File: src/rtl/bop_input_encoder_pkg.sv
// Shared bop-it command code space, used by both the input encoder and the game block.
package bop_pkg;

  localparam int CODE_W  = 4;
  localparam int NUM_BTN = 4;

  typedef logic [CODE_W-1:0] code_t;

  localparam code_t CODE_SW0   = 4'd0;
  localparam code_t CODE_SW1   = 4'd1;
  localparam code_t CODE_SW2   = 4'd2;
  localparam code_t CODE_SW3   = 4'd3;
  localparam code_t CODE_SW4   = 4'd4;
  localparam code_t CODE_SW5   = 4'd5;
  localparam code_t CODE_SW6   = 4'd6;
  localparam code_t CODE_SW7   = 4'd7;
  localparam code_t CODE_BTN_U = 4'd8;
  localparam code_t CODE_BTN_R = 4'd9;
  localparam code_t CODE_BTN_D = 4'd10;
  localparam code_t CODE_BTN_L = 4'd11;
  localparam code_t CODE_NONE  = 4'd15;

  typedef enum logic {
    ST_IDLE    = 1'b0,
    ST_PRESENT = 1'b1
  } state_t;

  // Lowest set bit index wins; bit position equals command code.
  function automatic code_t lowest_code(input logic [11:0] evt);
    code_t c;
    c = CODE_NONE;
    for (int i = 11; i >= 0; i--) begin
      c = evt[i] ? code_t'(i) : c;
    end
    return c;
  endfunction

  function automatic logic is_multi(input logic [11:0] evt);
    return |(evt & (evt - 12'd1));
  endfunction

endpackage

File: src/rtl/bop_input_encoder_debounce.sv
// One input channel: 2-flop synchroniser, stability counter, debounced level and edge pulse.
module bop_debounce #(
  parameter int   DEBOUNCE_CYCLES = 500000,
  parameter logic FALL_EN         = 1'b0
) (
  input  logic clk,
  input  logic rst,
  input  logic i_raw,
  output logic o_level,
  output logic o_event
);

  localparam int CW = $clog2(DEBOUNCE_CYCLES + 1);
  localparam logic [CW-1:0] CNT_LAST = CW'(DEBOUNCE_CYCLES - 1);

  logic          r_s1;
  logic          r_s2;
  logic          r_stable;
  logic          r_rise;
  logic          r_fall;
  logic [CW-1:0] r_cnt;

  // Level flips only after DEBOUNCE_CYCLES consecutive mismatching samples.
  always_ff @(posedge clk) begin
    if (rst) begin
      r_s1     <= 1'b0;
      r_s2     <= 1'b0;
      r_stable <= 1'b0;
      r_rise   <= 1'b0;
      r_fall   <= 1'b0;
      r_cnt    <= {CW{1'b0}};
    end else begin
      r_s1   <= i_raw;
      r_s2   <= r_s1;
      r_rise <= 1'b0;
      r_fall <= 1'b0;
      if (r_s2 == r_stable) begin
        r_cnt <= {CW{1'b0}};
      end else if (r_cnt == CNT_LAST) begin
        r_stable <= r_s2;
        r_cnt    <= {CW{1'b0}};
        r_rise   <= r_s2;
        r_fall   <= ~r_s2;
      end else begin
        r_cnt <= r_cnt + {{(CW-1){1'b0}}, 1'b1};
      end
    end
  end

  assign o_level = r_stable;
  assign o_event = r_rise | (r_fall & FALL_EN);

endmodule

File: src/rtl/bop_input_encoder.sv
// Bop-it player input encoder: debounced switches/buttons -> valid/ready action codes.
// Optional macro BOP_SW_BOTH_EDGES_EN: switch falls also count as actions.
module bop_input_encoder
  import bop_pkg::*;
#(
  parameter int DEBOUNCE_CYCLES = 500000,
  parameter int NUM_SW          = 8
) (
  input  logic              clk,
  input  logic              rst,
  input  logic [NUM_SW-1:0] sw,
  input  logic              btnU,
  input  logic              btnR,
  input  logic              btnD,
  input  logic              btnL,
  output logic              act_valid,
  output logic [CODE_W-1:0] act_code,
  output logic              act_multi,
  input  logic              act_ready,
  output logic              overrun,
  output logic [NUM_SW-1:0] sw_level
);

  localparam int NUM_IN = NUM_SW + NUM_BTN;
  // Mask spans the full sync + debounce settle of a level already present at release.
  localparam int MASK_CW = $clog2(DEBOUNCE_CYCLES + 4);
  localparam logic [MASK_CW-1:0] MASK_END = MASK_CW'(DEBOUNCE_CYCLES + 3);

`ifdef BOP_SW_BOTH_EDGES_EN
  localparam logic SW_FALL_EN = 1'b1;
`else
  localparam logic SW_FALL_EN = 1'b0;
`endif

  logic [NUM_IN-1:0]  w_raw;
  logic [NUM_IN-1:0]  w_level;
  logic [NUM_IN-1:0]  w_evt_raw;
  logic [11:0]        w_evt;
  logic               w_any;
  code_t              w_code;
  logic               w_multi;
  logic [MASK_CW-1:0] r_mask_cnt;
  state_t             r_state;

  assign w_raw = {btnL, btnD, btnR, btnU, sw};

  for (genvar g = 0; g < NUM_IN; g++) begin : g_db
    bop_debounce #(
      .DEBOUNCE_CYCLES(DEBOUNCE_CYCLES),
      .FALL_EN        ((g < NUM_SW) ? SW_FALL_EN : 1'b0)
    ) u_db (
      .clk    (clk),
      .rst    (rst),
      .i_raw  (w_raw[g]),
      .o_level(w_level[g]),
      .o_event(w_evt_raw[g])
    );
  end

  assign sw_level = w_level[NUM_SW-1:0];

  // Post-reset startup mask counter, saturating at MASK_END.
  always_ff @(posedge clk) begin
    if (rst) begin
      r_mask_cnt <= {MASK_CW{1'b0}};
    end else if (r_mask_cnt != MASK_END) begin
      r_mask_cnt <= r_mask_cnt + {{(MASK_CW-1){1'b0}}, 1'b1};
    end else begin
      r_mask_cnt <= r_mask_cnt;
    end
  end

  // Gate events by the startup mask and encode the winner.
  always_comb begin
    w_evt = 12'd0;
    if (r_mask_cnt == MASK_END) begin
      w_evt = w_evt_raw;
    end else begin
      w_evt = 12'd0;
    end
    w_any   = |w_evt;
    w_code  = lowest_code(w_evt);
    w_multi = is_multi(w_evt);
  end

  // Single-entry holding register FSM with registered handshake outputs.
  always_ff @(posedge clk) begin
    if (rst) begin
      r_state   <= ST_IDLE;
      act_valid <= 1'b0;
      act_code  <= CODE_NONE;
      act_multi <= 1'b0;
      overrun   <= 1'b0;
    end else begin
      case (r_state)
        ST_IDLE: begin
          if (w_any) begin
            r_state   <= ST_PRESENT;
            act_valid <= 1'b1;
            act_code  <= w_code;
            act_multi <= w_multi;
          end else begin
            act_valid <= 1'b0;
            act_code  <= CODE_NONE;
            act_multi <= 1'b0;
          end
        end
        ST_PRESENT: begin
          if (act_ready) begin
            if (w_any) begin
              act_code  <= w_code;
              act_multi <= w_multi;
            end else begin
              r_state   <= ST_IDLE;
              act_valid <= 1'b0;
              act_code  <= CODE_NONE;
              act_multi <= 1'b0;
            end
          end else if (w_any) begin
            overrun <= 1'b1;
          end else begin
            overrun <= overrun;
          end
        end
        default: begin
          r_state   <= ST_IDLE;
          act_valid <= 1'b0;
          act_code  <= CODE_NONE;
          act_multi <= 1'b0;
        end
      endcase
    end
  end

endmodule

File: config.mk
export PLATFORM = sky130hd
export DESIGN_NAME = bop_input_encoder
export DESIGN_NICKNAME = d
export VERILOG_FILES = /design/src/rtl/bop_input_encoder_pkg.sv /design/src/rtl/bop_input_encoder_debounce.sv /design/src/rtl/bop_input_encoder.sv
export SDC_FILE = /design/constraint.sdc
export NUM_CORES = 1
export LEC_CHECK = 0
export CAP_MARGIN = 5
export CORE_ASPECT_RATIO = 2
export CORE_MARGIN = 2
export CORE_UTILIZATION = 51
export DETAILED_ROUTE_END_ITERATION = 7
export PLACE_DENSITY = 0.79
export SETUP_SLACK_MARGIN = 0.1
export SYNTH_ARGS = -nofsm -noshare
export SYNTH_HDL_FRONTEND = slang
export SYNTH_SLANG_ARGS = --single-unit
File: constraint.sdc
create_clock -name clk -period 6.1 [get_ports clk]
set_clock_uncertainty 0.05 [all_clocks]
set_input_delay 1.22 -clock clk [delete_from_list [all_inputs] [get_ports clk]]
set_output_delay 1.22 -clock clk [all_outputs]
set_load 0.05 [all_outputs]
# After elaboration in Yosys (flattened, before gate mapping)
# Cells that the tools add are included.
word_totals:
  reg_bits: 303
  inputBits: 15
  output_inout_bits: 15
  word_cells: 200
op_classes:
  add_sub_neg: 14
  n_eq_ne: 28
  n_mux: 25
  n_bitwise: 27
  reduce_logical: 40
ops:
  columns: ["op", "n"]
  rows:
  - ["$add 19x1->19 const B", 13]
  - ["$eq 19x19->1 const B", 13]
  - ["$reduce_or 3->1", 24]
  - ["$mux 4", 10]
  - ["$not 1->1", 26]
  - ["$reduce_and 2->1", 13]
  - ["$reduce_or 12->1", 2]
  - ["$ne 19x19->1 const B", 1]
  - ["$and 12x12->12", 1]
  - ["$eq 1x1->1", 12]
  - ["$mux 12", 1]
  - ["$mux 3", 4]
  - ["$sub 12x1->12 const B", 1]
  - ["$pmux 4 s2", 1]
  - ["$mux 1", 6]
  - ["$pmux 1 s2", 3]
  - ["$ne 2x2->1 const B", 2]
  - ["$reduce_and 3->1", 1]

# Logic depth before layout (Yosys ltp)
# Gate-level depths: netlist of the first run.
logic_depth:
  ltp_word: 17
  depth_mapped: 9

# Hierarchy
# A second synthesis of the first run with hierarchy kept.
hier_totals:
  cells_unflattened: 1555
  hier_area_um2: 13870.8
modules_own_cells:
  columns: ["mod", "n_inst", "cells_each", "area_each_um2", "seq_area_each_um2"]
  rows:
  - ["bop_debounce at g_db[0].u_db ...", 11, 115, 1029.7, 460.4]
  - ["bop_input_encoder", 1, 173, 1486.4, 540.5]
  - ["bop_debounce at g_db[6].u_db", 1, 117, 1057.3, 460.4]

# Least setup slack after synthesis of the first run
# Ideal clock, no wire load.
synth_path:
  path_type: "input port to flip-flop"
  start: "input rst"
  end: "register g_db[5].u_db.r_cnt[10]"
  setup_ns: 0.128
  arrival_time_ns: 2.443
  setup_slack_ns: 3.480
  stages: 7
  path_buffers: 3
  cell_sequence: "clkbuf_1 -> clkinv_1 -> nand2_1 -> or2_2 -> clkbuf_1 -> clkbuf_1 -> nor2_1"
synth_between:
  elab_chain_len: 1
synth_rtl:
  columns: ["element", "line_no", "rtl"]
  rows:
  - ["start, declared", "bop_input_encoder.sv:10", "input logic rst,"]
  - ["$reduce_or 3->1 (no line)", null, null]
  - ["end signal, assigned", "bop_input_encoder_debounce.sv:31", "r_cnt <= {CW{1'b0}};"]
  - ["end signal, assigned", "bop_input_encoder_debounce.sv:38", "r_cnt <= {CW{1'b0}};"]
  - ["end signal, assigned", "bop_input_encoder_debounce.sv:41", "r_cnt <= {CW{1'b0}};"]
  - ["end, declared", "bop_input_encoder_debounce.sv:21", "logic [CW-1:0] r_cnt;"]
# Every way passes these cells.
# A chain may end at the register's enable or synchronous reset.

# Worst setup path after layout of the first run
layout_path:
  start: "register g_db[7].u_db.r_stable"
  end: "output sw_level[7]"
layout_lines:
  columns: ["element", "line_no", "rtl"]
  rows:
  - ["start, declared", "bop_input_encoder_debounce.sv:18", "logic r_stable;"]
  - ["start signal, assigned", "bop_input_encoder_debounce.sv:40", "r_stable <= r_s2;"]
  - ["end, declared", "bop_input_encoder.sv:21", "output logic [NUM_SW-1:0] sw_level"]
# No word-level cell between the ends.

==> summary.md, run 1 <==
| Metric | Value |
|---|---|
| Outcome | complete, no violations |
| CTS root buf | clkbuf_16 |
| Worst hold path type | flop to flop |
| Core ar. | about 24000 um^2 |
| Clock Sinks | between 300 and 400 |
| Sw Ratio | 0.199 |
| Die Width | 115 um |
| CP peak stage delay | 0.85 ns |
| Overflow after GRT | 0 |
| Largest family of logic cells by synthesized area | simple AND/OR/NAND/NOR gates |
| Vias post-DR | 9446 |
| Compound-Gate Fraction of Synth Area | 0.0207 |
| Pint | 0.00310 W |
| CP cell instances | clkdlybuf4s50_1 |
| Post-Syn Area per Cell | 8.84 um^2 |
| Setup slack after layout | 2.98 ns |
| Final setup viols | 0 |
| Gate Count Post-Synth | 1415 |
| Ys Warns | 0 |
| Register area share after synthesis | 0.485 |
| #FFs+latches synth | 303 |
| Final Net Count | around 1.5k |
| Top Ports | 30 |
| Crit path DAT | 1.85 ns |
| Crit Path Category | flop to output port |
| Setup Buffers After CTS | 0 |
| H-tree levels | 1 |
| Maximum clock path buffer count | 3 |
| First-pass GRT wire length | roughly 40000 um |
| Resized Gates After CTS | 0 |
| Max-cap violations | 0 |
| Buf/Inv on CP | 1 |
| Static Leak | 4.70 nW |
| P per Cell Area | 277 nW/um^2 |
| Setup TNS | 0 ns |
| DRT Pass-1 Iters | 5 |
| Slew @ Worst Pin | roughly 0.85 ns |
| Crit path depth | 1 |
| Placed Instances | 1700 |
| Largest fanout on the critical path | 4 |
| Fraction of layout cells with a size suffix above 1 | 0.0371 |
| Initial antenna violation count | 0 |
| Layout area overhead | 11.6% |
| Number of global-route vias before repair | 9391 |
| Die Area | 25900 um^2 |
| Non-filler cells, final | between 1.5k and 2k |
| Synth async-reset ratio | 0 |
| Die Ht | 226 um |
| Initial Util | 0.514 |
| Inserted Clock Buffers | 26 |
| Pre-CTS setup slack | just under 3 ns |
| Sequential Power Share | 0.516 |
| Comb power frac | 0.012 |
| Row count | 81 |
| Worst skew pair latency | 0.55 ns |
| Total Power | 0.00387 W |
| Largest net degree at the start of global routing | between 40 and 50 |
| Worst setup EP type | output port |
| # diodes | 0 |
| Adder-Cell Fraction of Synth Area | 0.0138 |
| Worst setup SP type | flop |
| Xor/xnor share of the synthesized area | 0.157 |
| Number of synthesized flops with an enable pin | 0 |
| R2R depth | 6 |
| Max-slew violation count | 0 |
| Simple-gate share of the synthesized area | 0.293 |
| Synth Cell Area | 12500 um^2 |
| Fin crit share | 0.511 |
| Clk network pwr share | 0.472 |
| Syn Nets | 1443 |
| Clk pin slew, worst setup/hold paths | 0.06 ns |
| GP Congestion | 0.833 |
| Drt drc | 0 |
| Global-route usage over all layers | 0.182 |
| Peak supply drop | ~0.00028 V |
| Number of DRC markers in iteration 0 | between 300 and 400 |
| Critical-path top delay cell | clkdlybuf4s50_1 |
| Main flop type after synthesis | dfxtp_1 |
| Max-slew headroom | 0.427 |
| RSZ-0062 raised after global routing | false |
| Most common cell after layout, fill and taps aside | nor2_1 |
| Wirelength, routed | 23100 um |
| Filler cells | 2112 |
| Psw | between 0.0007 and 0.0008 W |
| Depth of the worst hold-timing path | 1 |
| Min cycle time layout | 3.12 ns |
| Worst path required time | 4.83 ns |
| CTS Hold Bufs | 0 |
| Port buffer count | 29 |
| Vias per cell | 5.41 |
| Antenna Nets Post-Route | 0 |
| CP top delay family | buffers and inverters |
| Avg WL per Cell | 13.2 um |
| TritonCTS clock tree | built |
| Distinct cells, synth | 48 |
| Commonest non-fill, non-tap cells in the layout | 315 x nor2_1, 303 x dfxtp_1, 137 x xor2_1 |
| Hold Fails Final Rpt | 0 |
| Placed wire-length estimate | 16100 um |
| Mux share of post-synthesis cell area | 0.0104 |
| Achievable Freq | 0.321 GHz |
[routing by layer]
metal | global-route usage | vias up | part of all wire
met1 | 0.186 | 4514 | 0.40
li1 | - | 4788 | -
met4 | 0.0688 | 0 | 0.020
met5 | 0 | - | 0
met2 | 0.363 | 113 | 0.56
met3 | 0.0234 | 31 | 0.024
[area by class of cell]
type | count | area, um^2 | share of cell area
Tap cell | 290 | 363 | 0.0260
Multi-Input combinational cell | 1053 | 6190 | 0.444
Timing Repair Buffer | 30 | 293 | 0.0210
Clock buffer | 32 | 713 | 0.0511
Clock inverter | 15 | 245 | 0.0176
Inverter | 24 | 90.1 | 0.00645
Sequential cell | 303 | 6070 | 0.434
[registers in the layout, indices dropped and copies added, names as in the netlist]
signal / cells
act_code: 4
act_multi: 1
act_valid: 1
g_db.u_db.o_event: 12
g_db.u_db.o_level: 12
g_db.u_db.r_cnt: 228
g_db.u_db.r_s1: 12
g_db.u_db.r_s2: 12
overrun: 1
r_mask_cnt: 19
r_state: 1
[cell usage after synthesis (2+ instances only)]
library cell / number / area (um^2)
ha_1: 13 / 163
and2_1: 5 / 31.3
nand4_1: 40 / 250
o21ai_0: 11 / 55.1
dfxtp_1: 303 / 6070
or4_1: 4 / 30.0
and4_1: 12 / 105
nor3b_1: 2 / 15.0
mux2i_1: 13 / 130
nand2_1: 109 / 409
inv_1: 23 / 86.3
nand3_1: 101 / 505
and3b_1: 2 / 17.5
buf_4: 8 / 60.1
o21bai_1: 2 / 15.0
nor2_1: 315 / 1180
nand2b_1: 6 / 37.5
nor2b_1: 25 / 156
o31ai_1: 3 / 22.5
or3_1: 15 / 93.8
o22ai_1: 2 / 12.5
clkbuf_1: 23 / 86.3
a21oi_1: 18 / 90.1
nor3_1: 28 / 140
nor4b_1: 28 / 245
and3_1: 43 / 269
xnor2_1: 87 / 762
buf_1: 4 / 15.0
or2_2: 2 / 12.5
xor2_1: 137 / 1200
nor4_1: 14 / 87.6
[power by group through the flow]
stage | combinational [W] | clock, W | sequential, W
after global routing | 0.0000511 | 0.00193 | 0.00200
after CTS | 0.0000459 | 0.00187 | 0.00200
after floorplan | 0.0000310 | 0 | 0.00204
after global placement | 0.0000450 | 0 | 0.00204
final | 0.0000451 | 0.00182 | 0.00200
after detailed placement | 0.0000457 | 0 | 0.00204
[final timing paths]
check / start / endpoint / slack [ns]
hold reg to reg: g_db[7].u_db.r_s1 / g_db[7].u_db.r_s2 / 0.39
setup / recovery: g_db[7].u_db.o_level / sw_level[7] / 2.98
hold / removal: g_db[7].u_db.r_s1 / g_db[7].u_db.r_s2 / 0.39
setup reg to reg: g_db[1].u_db.o_event / act_multi / 3.59
[logic make-up (layout without fill, tap and decap cells)]
family,count (synthesis),in the layout
buffers and inverters,59,101
adders and majority gates,14,14
xor gates and xnor gates,224,224
muxes,13,13
and+or+nand+nor,759,759
AOI/OAI and AO/OA,43,43
DFF,303,303
[per-stage QoR]
step | util | area [um^2] | hold slack (ns)
global route | 0.574 | 14000 | 0.405
finish | 0.574 | 14000 | 0.388
floorplan | - | 12500 | 0.364
CTS | 0.574 | 14000 | 0.394
detailed placement | 0.535 | 13000 | 0.377
global placement | 0.535 | 13000 | 0.373
Power figures use the tool's default switching activity.
==> run 2, diff against run 1 <==
==> constraint.sdc (replaced) <==
create_clock -name clk -period 3 [get_ports clk]
set_clock_uncertainty 0.05 [all_clocks]
set_input_delay 0.6 -clock clk [delete_from_list [all_inputs] [get_ports clk]]
set_output_delay 0.6 -clock clk [all_outputs]
set_load 0.05 [all_outputs]
==> run 2 against run 1 <==
Clock-buffer cell count grew 3. First-iteration DRC count shrank 14%. Power rose by 97%. Core utilization down 0.23 points. Final cell count is essentially flat. Non-clock buffer count increased by 1. Critical path depth unchanged. Combinational power up 110%. Critical endpoint is now sw_level[1]. Highest routed layer is now met5.
==> summary.md, run 2 (synthesis results as in run 1) <==
| Metric | Value |
|---|---|
| Setup slack after layout | 0.532 ns (was 2.98 ns) |
| P per Cell Area | 548 nW/um^2 (was 277 nW/um^2) |
| Depth of the worst hold-timing path | 1 (unchanged) |
| Vias per cell | 5.34 (was 5.41) |
| CP cell instances | clkdlybuf4s50_1 (unchanged) |
| Buf/Inv on CP | 1 (unchanged) |
| Inserted Clock Buffers | 26 (unchanged) |
| Commonest non-fill, non-tap cells in the layout | 315 x nor2_1, 303 x dfxtp_1, 137 x xor2_1 (unchanged) |
| Critical-path top delay cell | clkdlybuf4s50_1 (unchanged) |
| CTS Hold Bufs | 0 (unchanged) |
| HP Start | g_db[2].u_db.r_s1 (was g_db[7].u_db.r_s1) |
| Hold Fails Final Rpt | 0 (unchanged) |
| Slew @ Worst Pin | 0.760 ns (was 0.852 ns) |
| CP top delay family | buffers and inverters (unchanged) |
| CTS root buf | clkbuf_16 (unchanged) |
| Setup Buffers After CTS | 0 (unchanged) |
| Maximum clock path buffer count | 3 (unchanged) |
| Resized Gates After CTS | 0 (unchanged) |
| Hold Path End | g_db[2].u_db.r_s2 (was g_db[7].u_db.r_s2) |
| R2r startpoint | g_db[1].u_db.o_event (unchanged) |
| Max-slew violation count | 0 (unchanged) |
| Wirelength, routed | 22900 um (was 23100 um) |
| Port buffer count | 29 (unchanged) |
| Row count | 81 (unchanged) |
| Pre-CTS setup slack | 0.560 ns (was 2.95 ns) |
| Crit path DAT | 1.82 ns (was 1.85 ns) |
| Largest regs | g_db.u_db.r_cnt: 228 flops, r_mask_cnt: 19 flops (unchanged) |
| Largest reg by FF count | g_db.u_db.r_cnt (unchanged) |
| Die Width | 115 um (unchanged) |
| RSZ-0062 raised after global routing | false (unchanged) |
| Final setup viols | 0 (unchanged) |
| Number of DRC markers in iteration 0 | 260 (was 304) |
| Worst reg2reg setup slack | 0.55 ns (was 3.59 ns) |
| Worst hold path type | flop to flop (unchanged) |
| Fraction of layout cells with a size suffix above 1 | 0.0350 (was 0.0371) |
| Final Cell Area | 13900 um^2 (was 14000 um^2) |
| TritonCTS clock tree | built (unchanged) |
| Vias post-DR | 9325 (was 9446) |
| Max-slew headroom | 0.489 (was 0.427) |
| Met3 GRT Util | 0.0269 (was 0.0234) |
| CP peak stage delay | 0.85 ns (about the same) |
| Drt drc | 0 (unchanged) |
| R2R depth | 6 (unchanged) |
| RR Endpoint | act_multi (unchanged) |
| Final Net Count | 1467 (was 1466) |
| Most common cell after layout, fill and taps aside | nor2_1 (unchanged) |
| Clk pin slew, worst setup/hold paths | 0.07 ns (was 0.06 ns) |
| Die Ht | 226 um (unchanged) |
| Layer with the highest usage | met2 (unchanged) |
| Achievable Freq | 0.405 GHz |
| # diodes | 0 (unchanged) |
| Overflow after GRT | 0 (unchanged) |
| Worst skew pair latency | 0.54 ns (was 0.55 ns) |
| Largest fanout on the critical path | 4 (unchanged) |
| Crit path depth | 1 (unchanged) |
| Top Ports | 30 (unchanged) |
| DRT Pass-1 Iters | 4 (was 5) |
| Worst path required time | 2.35 ns (was 4.83 ns) |
| Max-cap violations | 0 (unchanged) |
| Clock Sinks | 303 (unchanged) |
| Static Leak | 4.67 nW (was 4.70 nW) |
| Met1 usage | 0.196 (was 0.186) |
| Layout area overhead | 11.2% (was 11.6%) |
| Die Area | 25900 um^2 (unchanged) |
| Setup TNS | 0 ns (unchanged) |
| Worst setup SP type | flop (unchanged) |
| Core ar. | 24300 um^2 (unchanged) |
| Max reg flops | 228 (unchanged) |
| Global-route usage over all layers | 0.184 (was 0.182) |
| Outcome | complete, no violations (unchanged) |
| Met2 usage | 0.353 (was 0.363) |
| Initial Util | 0.514 (unchanged) |
| Avg WL per Cell | 13.1 um (was 13.2 um) |
| Crit Path Category | flop to output port (unchanged) |
| Worst setup EP type | output port (unchanged) |
| Initial antenna violation count | 1 (was 0) |
| H-tree levels | 1 (unchanged) |
| Largest net degree at the start of global routing | 80 (was 47) |
| Fin crit share | 0.823 |
| GP Congestion | 0.802 (was 0.833) |
| Peak supply drop | 0.000540 V (was 0.000279 V) |
| Post-place instance area | 13000 um^2 (about the same) |
| First-pass GRT wire length | 40500 um (was 39900 um) |
| Antenna Nets Post-Route | 0 (unchanged) |
| Number of global-route vias before repair | 9400 (was 9391) |
| Placed wire-length estimate | 15900 um (was 16100 um) |
| Min cycle time layout | 2.47 ns |
-- run 2: layout make-up --
cell class | instances | area [um^2]
Inverter | 24 | 90.1
Fill cell | 2137 | 10400
Tap cell | 290 | 363
Timing Repair Buffer | 31 | 313
Clock inverter | 10 | 136
Multi-Input combinational cell | 1053 | 6190
Sequential cell | 303 | 6070
Clock buffer | 35 | 746
-- run 2: worst max-delay path by stage --
stage / slack [ns] / start / end
2_1_floorplan: 0.70 / g_db[1].u_db.o_event / act_multi
3_3_place_gp: 0.63 / g_db[1].u_db.o_event / act_multi
3_5_place_dp: 0.56 / g_db[7].u_db.r_cnt[0] / g_db[7].u_db.r_cnt[3]
4_1_cts: 0.49 / g_db[7].u_db.o_level / sw_level[7]
5_1_grt: 0.37 / g_db[7].u_db.r_cnt[0] / g_db[7].u_db.r_cnt[12]
6_report: 0.53 / g_db[1].u_db.o_level / sw_level[1]
-- run 2: routing by layer --
layer | up-vias | wire length (um)
li1 | 4775 | -
met1 | 4391 | 9100
met2 | 111 | 12500
met3 | 46 | 683
met4 | 2 | 659
met5 | - | 13
-- run 2: per-stage QoR --
stage / total power (W) / utilization / hold WS (ns) / instances
after global placement: 0.00425 / 0.536 / 0.368 / 1701
final: 0.00762 / 0.572 / 0.391 / 1746
after CTS: 0.00770 / 0.572 / 0.393 / 1746
after detailed placement: 0.00425 / 0.536 / 0.378 / 1701
after global routing: 0.00787 / 0.572 / 0.408 / 1746
after floorplan: 0.00421 / - / 0.364 / 1415
-- run 2: report_power, final --
group	switching [W]	internal (W)
sequential	0.0000158	0.00404
combinational	0.0000558	0.0000399
clock	0.00146	0.00200
total	0.00153	0.00609
